## src/rtl/vending_machine.sv

```systemverilog
// vending_machine: coin-accumulating vending controller for a single product.
//   Each rising edge adds the value of the sampled coin to the running credit.
//   When the credit reaches PRICE, a one-cycle dispense pulse is issued.
//   Optional feature macro: OVERPAY_CREDIT_EN. When it is defined, credit above
//   PRICE carries into the next purchase. When it is undefined, that excess is
//   discarded.
// Ports:
//   clk       in   1  rising-edge clock
//   reset     in   1  synchronous active-low reset (0 = reset)
//   coin      in   2  00 none, 01 nickel, 10 dime, 11 invalid (treated as none)
//   dispense  out  1  registered one-cycle product-release pulse
module vending_machine #(
  parameter int unsigned PRICE    = 15,
  parameter int unsigned NICKEL_V = 5,
  parameter int unsigned DIME_V   = 10,
  parameter int unsigned CREDIT_W = 5
) (
  input  logic       clk,
  input  logic       reset,
  input  logic [1:0] coin,
  output logic       dispense
);

  localparam int unsigned SUM_W = CREDIT_W + 1;

  typedef enum logic [1:0] {
    COIN_NONE   = 2'b00,
    COIN_NICKEL = 2'b01,
    COIN_DIME   = 2'b10,
    COIN_BAD    = 2'b11
  } coin_e;

  logic [CREDIT_W-1:0] credit;
  logic [SUM_W-1:0]    coin_val;
  logic [SUM_W-1:0]    sum;
  logic                buy_c;
  logic [CREDIT_W-1:0] credit_after_buy;

  // Value of this cycle's coin; an invalid code is worth nothing.
  always_comb begin
    coin_val = '0;
    case (coin_e'(coin))
      COIN_NICKEL: coin_val = SUM_W'(NICKEL_V);
      COIN_DIME:   coin_val = SUM_W'(DIME_V);
      default:     coin_val = '0;
    endcase
  end

  // The sum has one extra bit, so the credit plus a dime cannot wrap.
  always_comb begin
    sum   = {1'b0, credit} + coin_val;
    buy_c = (sum >= SUM_W'(PRICE));
`ifdef OVERPAY_CREDIT_EN
    credit_after_buy = CREDIT_W'(sum - SUM_W'(PRICE));
`else
    credit_after_buy = '0;
`endif
  end

  // Credit accumulator and registered dispense pulse.
  always_ff @(posedge clk) begin
    if (!reset) begin
      credit   <= '0;
      dispense <= 1'b0;
    end else if (buy_c) begin
      credit   <= credit_after_buy;
      dispense <= 1'b1;
    end else begin
      credit   <= CREDIT_W'(sum);
      dispense <= 1'b0;
    end
  end

endmodule

```

## config.mk

```make
export PLATFORM = sky130hd
export DESIGN_NAME = vending_machine
export DESIGN_NICKNAME = d
export VERILOG_FILES = /design/src/rtl/vending_machine.sv
export SDC_FILE = /design/constraint.sdc
export NUM_CORES = 1
export LEC_CHECK = 0
export CORE_AREA = 3 3 40 42
export CTS_CLUSTER_DIAMETER = 100
export DETAILED_ROUTE_END_ITERATION = 7
export DIE_AREA = 0 0 43 45
export GPL_TIMING_DRIVEN = 0
export PLACE_DENSITY = 0.6
export SYNTH_ARGS = -nofsm -noshare
export SYNTH_HDL_FRONTEND = slang
export SYNTH_SLANG_ARGS = --single-unit
export TNS_END_PERCENT = 10
```

## constraint.sdc

```tcl
create_clock -name clk -period 3.2 [get_ports clk]
set_input_delay 0.64 -clock clk [delete_from_list [all_inputs] [get_ports clk]]
set_output_delay 0.64 -clock clk [all_outputs]
set_load 0.01 [all_outputs]
```

# --- Word-level counts from Yosys, hierarchy flattened ---
# Index checks and enable logic that the tools add are counted.
totals:
  regBits: 6
classes:
  n_addsub: 1
  magnitude_cmp: 1
  n_eq_ne: 2
  mux: 2
  bitwise: 1
  n_reduce_logical: 1
op_table:
  columns: ["operator", "count"]
  rows:
  - ["$pmux 4 s2", 1]
  - ["$add 5x6->6", 1]
  - ["$ge 6x4->1 const B", 1]
  - ["$eq 2x1->1 const B", 1]
  - ["$eq 2x2->1 const B", 1]
  - ["$reduce_or 2->1", 1]
  - ["$mux 1", 1]
  - ["$not 1->1", 1]

# --- Longest topological paths before layout ---
# Gate-level depths: netlist (run 1).
logic_depth:
  depth_word: 5
  ltp_mapped: 9
  ltp_nobuf: 9

# --- Worst setup path before layout (run 1) ---
# No wires, ideal clock.
synth_path:
  kind: "input -> register"
  startpoint: "in coin[1]"
  endpoint: "reg dispense"
  setup_time_ns: 0.115
  arrival_time_ns: 2.159
  slack_ns: 0.926
  path_stages: 8
  path_buffers: 0
  path_cell_list: "or2b_2 -> xnor2_1 -> ha_1 -> a21oi_1 -> o221ai_1 -> xnor2_1 -> nor4_4 -> o21a_1"
synth_between:
  elab_chain_len: 5
  elab_cells_between_ends: 6
  cone_classes: "1 x add/sub; 1 x order compare; 2 x eq/ne; 2 x mux"
synth_rtl:
  columns: ["item", "line_no", "rtl"]
  rows:
  - ["from (decl)", "20", "input logic [1:0] coin,"]
  - ["$eq 2x2->1 or $eq 2x1->1 (tied branches)", "42", "case (coin_e'(coin))"]
  - ["$pmux 4 s2 (*)", "42", null]
  - ["$add 5x6->6 (*)", "51", "sum = {1'b0, credit} + coin_val;"]
  - ["$ge 6x4->1 (*)", "52", "buy_c = (sum >= SUM_W'(PRICE));"]
  - ["$mux 1 (*)", "65", "end else if (buy_c) begin"]
  - ["to (signal assigned)", "64", "dispense <= 1'b0;"]
  - ["to (signal assigned)", "67", "dispense <= 1'b1;"]
  - ["to (signal assigned)", "70", "dispense <= 1'b0;"]
  - ["to (decl)", "21", "output logic dispense"]
# Every way passes the cells marked *; elsewhere a longest branch is shown, timed or not.
# A chain may end at the register's enable or synchronous reset.

# --- Worst setup path after layout (run 1) ---
layout_path:
  startpoint: "in coin[1]"
  endpoint: "reg credit[0]"
layout_between:
  elab_chain_len: 5
  elab_cells_between_ends: 6
  cone_classes: "1 x add/sub; 1 x order compare; 2 x eq/ne; 1 x mux; 1 x reduce/logical"
layout_rtl:
  columns: ["item", "line_no", "rtl"]
  rows:
  - ["$eq 2x2->1 or $eq 2x1->1 (tied branches)", "42", null]
  - ["$pmux 4 s2 (*)", "42", null]
  - ["$add 5x6->6 (*)", "51", null]
  - ["$ge 6x4->1", "52", null]
  - ["$reduce_or 2->1 (no source line)", null, null]
  - ["to (signal assigned)", "66", "credit <= credit_after_buy;"]
  - ["to (signal assigned)", "69", "credit <= CREDIT_W'(sum);"]
  - ["to (decl)", "33", "logic [CREDIT_W-1:0] credit;"]
# Marks and branches as above.

==> metrics.md, run 1 <==
| Metric | Value |
|---|---|
| Outcome | finished clean |
| Min Tclk post-route | around 2.9 ns |
| Worst hold-check path type | reg -> reg |
| Non-Filler Instances | between 70 and 80 |
| Clock root buffer | clkbuf_4 |
| Post-Syn Instances | 53 |
| Remaining global-route overflow | 0 |
| Maximum clock path buffer count | 2 |
| Yosys cell types | 30 |
| First-pass GRT wire length | 1660 um |
| Chip width | roughly 43 um |
| Worst path arrival time | approximately 3.0 ns |
| Max-Cap Viols | 0 |
| Count of final max-slew check failures | 0 |
| Drt total wl | between 900 and 1000 um |
| Worst rel slew slack | 65.7% |
| Syn Area/Cell | between 8 and 9 um2 |
| Gpl congestion | between 0.7 and 0.8 |
| Fin area | about 530 um2 |
| Top-level I/O count | 5 |
| Max VDD drop | 237 uV |
| Crit Path Class | in -> reg |
| DRT iter0 DRCs | 8 |
| Slowest stage delay, CP | about 0.59 ns |
| Most common cell after layout, fill and taps aside | dfxtp_1 |
| Part of the cycle the worst path needs | approximately 90% |
| Setup Viol. Count Final | 0 |
| Top_reg_cell synth | dfxtp_1 |
| WL/cell | 12.1 um |
| Dominant cell type by area after synthesis | dfxtp_1 |
| Final ANT Viol Nets | 0 |
| Syn nets | a little under 60 |
| Vias in the first global route | ~400 |
| First-pass DRT Iterations | 4 |
| DIE HEIGHT | approximately 45 um |
| Fraction of layout cells with a size suffix above 1 | between 10% and 20% |
| Clock Latency Late Sink | 0.24 ns |
| CP Max Fanout | 8 |
| Syn. warnings | 0 |
| RSZ-0062 raised after global routing | false |
| Final Util | between 40% and 50% |
| Worst path cell trace | clkdlybuf4s50_1 > nand2b_2 > inv_1 > ha_1 > a21oi_1 > or3_1 > or3b_1 > nor4_4 > nor3b_1 |
| Num CTS Buffers | 3 |
| Setup TNS | 0 ns |
| Setup ws final | 0.317 ns |
| Number of fill cells | between 100 and 150 |
| Post-CTS setup buffers | 0 |
| Seq/Total Area, Yosys | between 20% and 30% |
| H-Tree Depth | 1 |
| Final nets | 68 |
| Total core area | 0.00128 mm2 |
| Clk pin slew, worst setup/hold paths | roughly 0.050 ns |
| Inst Count DP | just over 70 |
| Placed instance area | about 500 um2 |
| Highest clock rate | 347 MHz |
| CTS Sinks | 6 |
| Critical path's slowest cell | clkdlybuf4s50_1 |
| Power per cell area | approximately 360 mW/mm2 |
| Rows | 13 |
| Ant diodes | 0 |
| Area growth from synthesis to layout | 18.3% |
| CTS tree | built |
| # hold bufs at CTS | 0 |
| Clock Skew | around 0.0079 ns |
| Vias per inst | around 5.6 |
| Mapped Area | approximately 440 um2 |
| Count of buffers from port buffering | 4 |
| Post-cts sizing count | 0 |
| Die ar. | 0.00194 mm2 |
| Startpoint types | primary input |
| Via count | roughly 420 |
| DRC violations left | 0 |
| FF+latch count, synth | 6 |
| Worst EP required | between 3 and 4 ns |
| Initial antenna violation count | 0 |
| Place WS | between 0.08 and 0.09 ns |
| Most frequent cells in the layout | 6 x dfxtp_1, 5 x nand2_1, 4 x clkdlybuf4s50_1 |
| Pin count of the biggest net entering global routing | 9 |
| Ys async rst share | 0% |
| Initial Util | 34.6% |
| Number of synthesized flops with an enable pin | 0 |
| Dominant cells by area after synthesis | dfxtp_1 27%, ha_1 5.6%, a211oi_1 5.1% |
| Leakage | about 0.21 nW |
| Total track usage | between 10% and 20% |
| HPWL after DPL | approximately 710 um |
| CP endpoint kind | flip-flop |
| Synth top area share | a little over a quarter |
| Final Hold Vio Count | 0 |
| Worst slew pin tran | about 0.51 ns |
-- registers in the layout, summed over array words and instances, names as in the netlist --
register / flops
credit: 5
dispense: 1
-- layer usage --
layer | vias up | part of all wire (%) | wire length [um] | GRT usage [%]
li1 | 213 | - | - | -
met2 | 9 | 47 | 426 | 19.2
met4 | 0 | 0 | 0 | 5.42
met5 | - | 0 | 0 | 0
met1 | 195 | 48 | 433 | 13.1
met3 | 0 | 5.0 | 45 | 4.78
-- area by class of cell --
type	count	area, um2	share of cell area (%)
Multi-Input combinational cell	43	302	57.4
Timing Repair Buffer	4	40.0	7.62
Buffer	1	11.3	2.14
Tap cell	15	18.8	3.57
Clock buffer	3	22.5	4.29
Sequential cell	6	120	22.9
Inverter	3	11.3	2.14
-- path summary, 6_finish.rpt --
check / start / end / slack [ns] / depth (start not counted)
max: coin[1] / credit[0] / 0.32 / 9
min reg2reg: credit[0] / credit[0] / 0.71 / 2
max reg2reg: credit[0] / credit[0] / 1.26 / 6
min: credit[0] / credit[0] / 0.71 / 2
-- cells in the mapped netlist, drive strengths merged (2+ instances only) --
| cell type | count |
|---|---|
| nor2 | 2 |
| a21oi | 3 |
| o21a | 2 |
| a211oi | 3 |
| xnor2 | 2 |
| dfxtp | 6 |
| inv | 3 |
| nand2 | 5 |
| ha | 2 |
| nor3 | 3 |
| o211ai | 2 |
| nor3b | 2 |
-- per-stage QoR --
stage / total power [W] / hold slack, ns
detailed placement: 0.000120 / 0.702
global route: 0.000202 / 0.783
finish: 0.000187 / 0.708
global placement: 0.000120 / 0.663
floorplan: 0.000107 / 0.614
CTS: 0.000190 / 0.713
-- power breakdown --
| part | total (W) | internal, W | switching (W) |
|---|---|---|---|
| Sequential | 0.0000819 | 0.0000789 | 0.00000302 |
| Clock | 0.0000676 | 0.0000423 | 0.0000253 |
| Combinational | 0.0000371 | 0.0000174 | 0.0000196 |
| Total | 0.000187 | 0.000139 | 0.0000480 |
-- worst max-delay path: cells and delay by family --
kind,cells,cell delay (ns)
simple gates,5,1.26
buf+inv,2,0.65
compound gates,1,0.24
fa+ha+maj,1,0.22
-- kinds of logic after synthesis --
logic type               after synthesis  share of synthesized area, %
AND/OR/NAND/NOR                       20                          28.7
flip-flops                             6                          27.0
adder cells (fa/ha/maj)                2                          5.63
XOR/XNOR                               2                          3.94
other                                  1                         0.844
buffers and inverters                  4                          5.07
AO/OA/AOI/OAI                         18                          28.7
Power figures use the tool's default switching activity.
==> inputs of run 2 (changes only) <==
--- a/config.mk
+++ b/config.mk
@@ -5,12 +5,13 @@
 export SDC_FILE = /design/constraint.sdc
 export NUM_CORES = 1
 export LEC_CHECK = 0
-export CORE_AREA = 3 3 40 42
+export CORE_MARGIN = 3
+export CORE_UTILIZATION = 25
+export CTS_BUF_LIST = sky130_fd_sc_hd__clkbuf_8
 export CTS_CLUSTER_DIAMETER = 100
 export DETAILED_ROUTE_END_ITERATION = 7
-export DIE_AREA = 0 0 43 45
 export GPL_TIMING_DRIVEN = 0
-export PLACE_DENSITY = 0.6
+export PLACE_DENSITY = 0.5
 export SYNTH_ARGS = -nofsm -noshare
 export SYNTH_HDL_FRONTEND = slang
 export SYNTH_SLANG_ARGS = --single-unit
==> run 2 against run 1 <==
Net effect:
- via count is 2.2% lower
- final cell count is 12% higher
- first-iteration DRC count stayed put
- non-clock buffer count stayed put
- sequential cell count stayed put
- combinational power is 2% lower
- die area is 20% higher
- cell area is 5.7% higher
- critical path depth stayed put
- highest routed layer is now met4
- clock skew is 0.0071 ns lower
- clock power is 64% higher
- global-route usage is 1.5 points lower
==> metrics.md, run 2 (synthesis gave the netlist of run 1 again) <==
| Metric | Value |
|---|---|
| Outcome | finished clean |
| Maximum clock path buffer count | 2 |
| Most common cell after layout, fill and taps aside | dfxtp_1 |
| Pin count of the biggest net entering global routing | 9 |
| Setup Viol. Count Final | 0 |
| Max-Cap Viols | 0 |
| DRC violations left | 0 |
| Die ar. | between 0.002 and 0.0025 mm2 |
| Footprint of the multi-input gates | between 300 and 400 um2 |
| WL met3 | between 40 and 50 um |
| Highest clock rate | ~350 MHz |
| CP Max Fanout | 8 |
| First-pass GRT wire length | between 1000 and 1500 um |
| Clk pin slew, worst setup/hold paths | about 0.030 ns |
| Ant diodes | 0 |
| Highest routed layer | met4 |
| Remaining global-route overflow | 0 |
| Worst hold-check path type | reg -> reg |
| Place WS | 0.108 ns |
| Most frequent cells in the layout | 6 x dfxtp_1, 5 x nand2_1, 4 x clkdlybuf4s50_1 |
| First-pass DRT Iterations | 4 |
| Num CTS Buffers | 3 |
| Clock root buffer | clkbuf_8 |
| Max VDD drop | 265 uV |
| Vias per inst | a little under 5 |
| Number of fill cells | between 150 and 200 |
| Power per cell area | a little over 400 mW/mm2 |
| Clock Latency Late Sink | 0.22 ns |
| Worst rel slew slack | 66.5% |
| RSZ-0062 raised after global routing | false |
| Max reg flops | 5 |
| Initial Util | around 28% |
| Worst path cell trace | clkdlybuf4s50_1 > nand2b_2 > inv_1 > ha_1 > a21oi_1 > or3_1 > or3b_1 > nor4_4 > nor3b_1 |
| Count of final max-slew check failures | 0 |
| Initial antenna violation count | 0 |
| Rows | 14 |
| Worst slew pin tran | between 0.4 and 0.5 ns |
| Worst EP required | approximately 3.3 ns |
| Chip width | a little under 50 um |
| Met1 Wirelength | approximately 430 um |
| Post-cts sizing count | 0 |
| Final ANT Viol Nets | 0 |
| Total track usage | between 10 and 15% |
| Setup TNS | 0 ns |
| Routed wl met2 | 423 um |
| Largest Register | credit |
| Final Hold Vio Count | 0 |
| Leakage | 0.220 nW |
| Total power | around 0.00023 W |
| H-Tree Depth | 1 |
| Startpoint types | primary input |
| DIE HEIGHT | slightly below 50 um |
| WL/cell | between 10 and 15 um |
| # hold bufs at CTS | 0 |
| DRT iter0 DRCs | 8 |
| Via count | between 400 and 500 |
| HPWL after DPL | 717 um |
| Total core area | about 0.0016 mm2 |
| Area growth from synthesis to layout | 25.1% |
| Slowest stage delay, CP | roughly 0.58 ns |
| Top Registers | credit: 5 flops, dispense: 1 flops |
| Setup ws final | ~0.32 ns |
| Final nets | ~70 |
| CP endpoint kind | flip-flop |
| Gpl congestion | between 0.7 and 0.8 |
| Fraction of layout cells with a size suffix above 1 | around an eighth |
| Clock Skew | 0.000795 ns |
| Sequential Area | about 120 um2 |
| Count of buffers from port buffering | 4 |
| Post-CTS setup buffers | 0 |
| Worst path arrival time | slightly below 3 ns |
| Top-level I/O count | 5 |
| Crit Path Class | in -> reg |
| Drt total wl | 919 um |
| Part of the cycle the worst path needs | 90.0% |
| CTS tree | built |
| Min Tclk post-route | between 2 and 3 ns |
| CTS Sinks | 6 |
| Vias in the first global route | 351 |
| Critical path's slowest cell | clkdlybuf4s50_1 |
-- run 2: critical path: cells and delay by family --
kind | cells | cell delay, ns
and+or+nand+nor | 5 | 1.22
buffers and inverters | 2 | 0.64
AOI/OAI and AO/OA | 1 | 0.25
adders and majority gates | 1 | 0.22
-- run 2: where the power goes --
group	internal, W	switching, W
Sequential	0.0000791	0.00000302
Clock	0.0000806	0.0000303
Combinational	0.0000174	0.0000191
Total	0.000177	0.0000525
-- run 2: cell type report --
class,count,area share [%]
multi-input combinational,43,54.3
sequential,6,21.6
clock buffer,3,7.43
timing repair buffer,4,7.21
tap,24,5.41
buffer,1,2.03
inverter,3,2.03
-- run 2: routing by layer --
metal  GRT usage, %  up-vias
met5              0        -
met4           6.45        0
met3           6.27        2
met2           13.5        8
met1           12.0      185
li1               -      213
-- run 2: through the flow --
| stage | hold slack [ns] | cell area (um2) | utilization [%] | std cells |
|---|---|---|---|---|
| 2_1_floorplan | 0.614 | 444 | - | 53 |
| 3_3_place_gp | 0.660 | 514 | 32.3 | 81 |
| 3_5_place_dp | 0.664 | 514 | 32.3 | 81 |
| 4_1_cts | 0.672 | 556 | 34.9 | 84 |
| 5_1_grt | 0.745 | 556 | 34.9 | 84 |
| 6_report | 0.654 | 556 | 34.9 | 84 |
-- run 2: final timing paths --
| path | from | to | slack (ns) | depth (start not counted) |
|---|---|---|---|---|
| worst min register to register | credit[0] | credit[0] | 0.65 | 2 |
| worst max register to register | credit[0] | credit[1] | 1.29 | 6 |
| worst min-delay path | credit[0] | credit[0] | 0.65 | 2 |
| worst max-delay path | coin[1] | credit[1] | 0.32 | 9 |
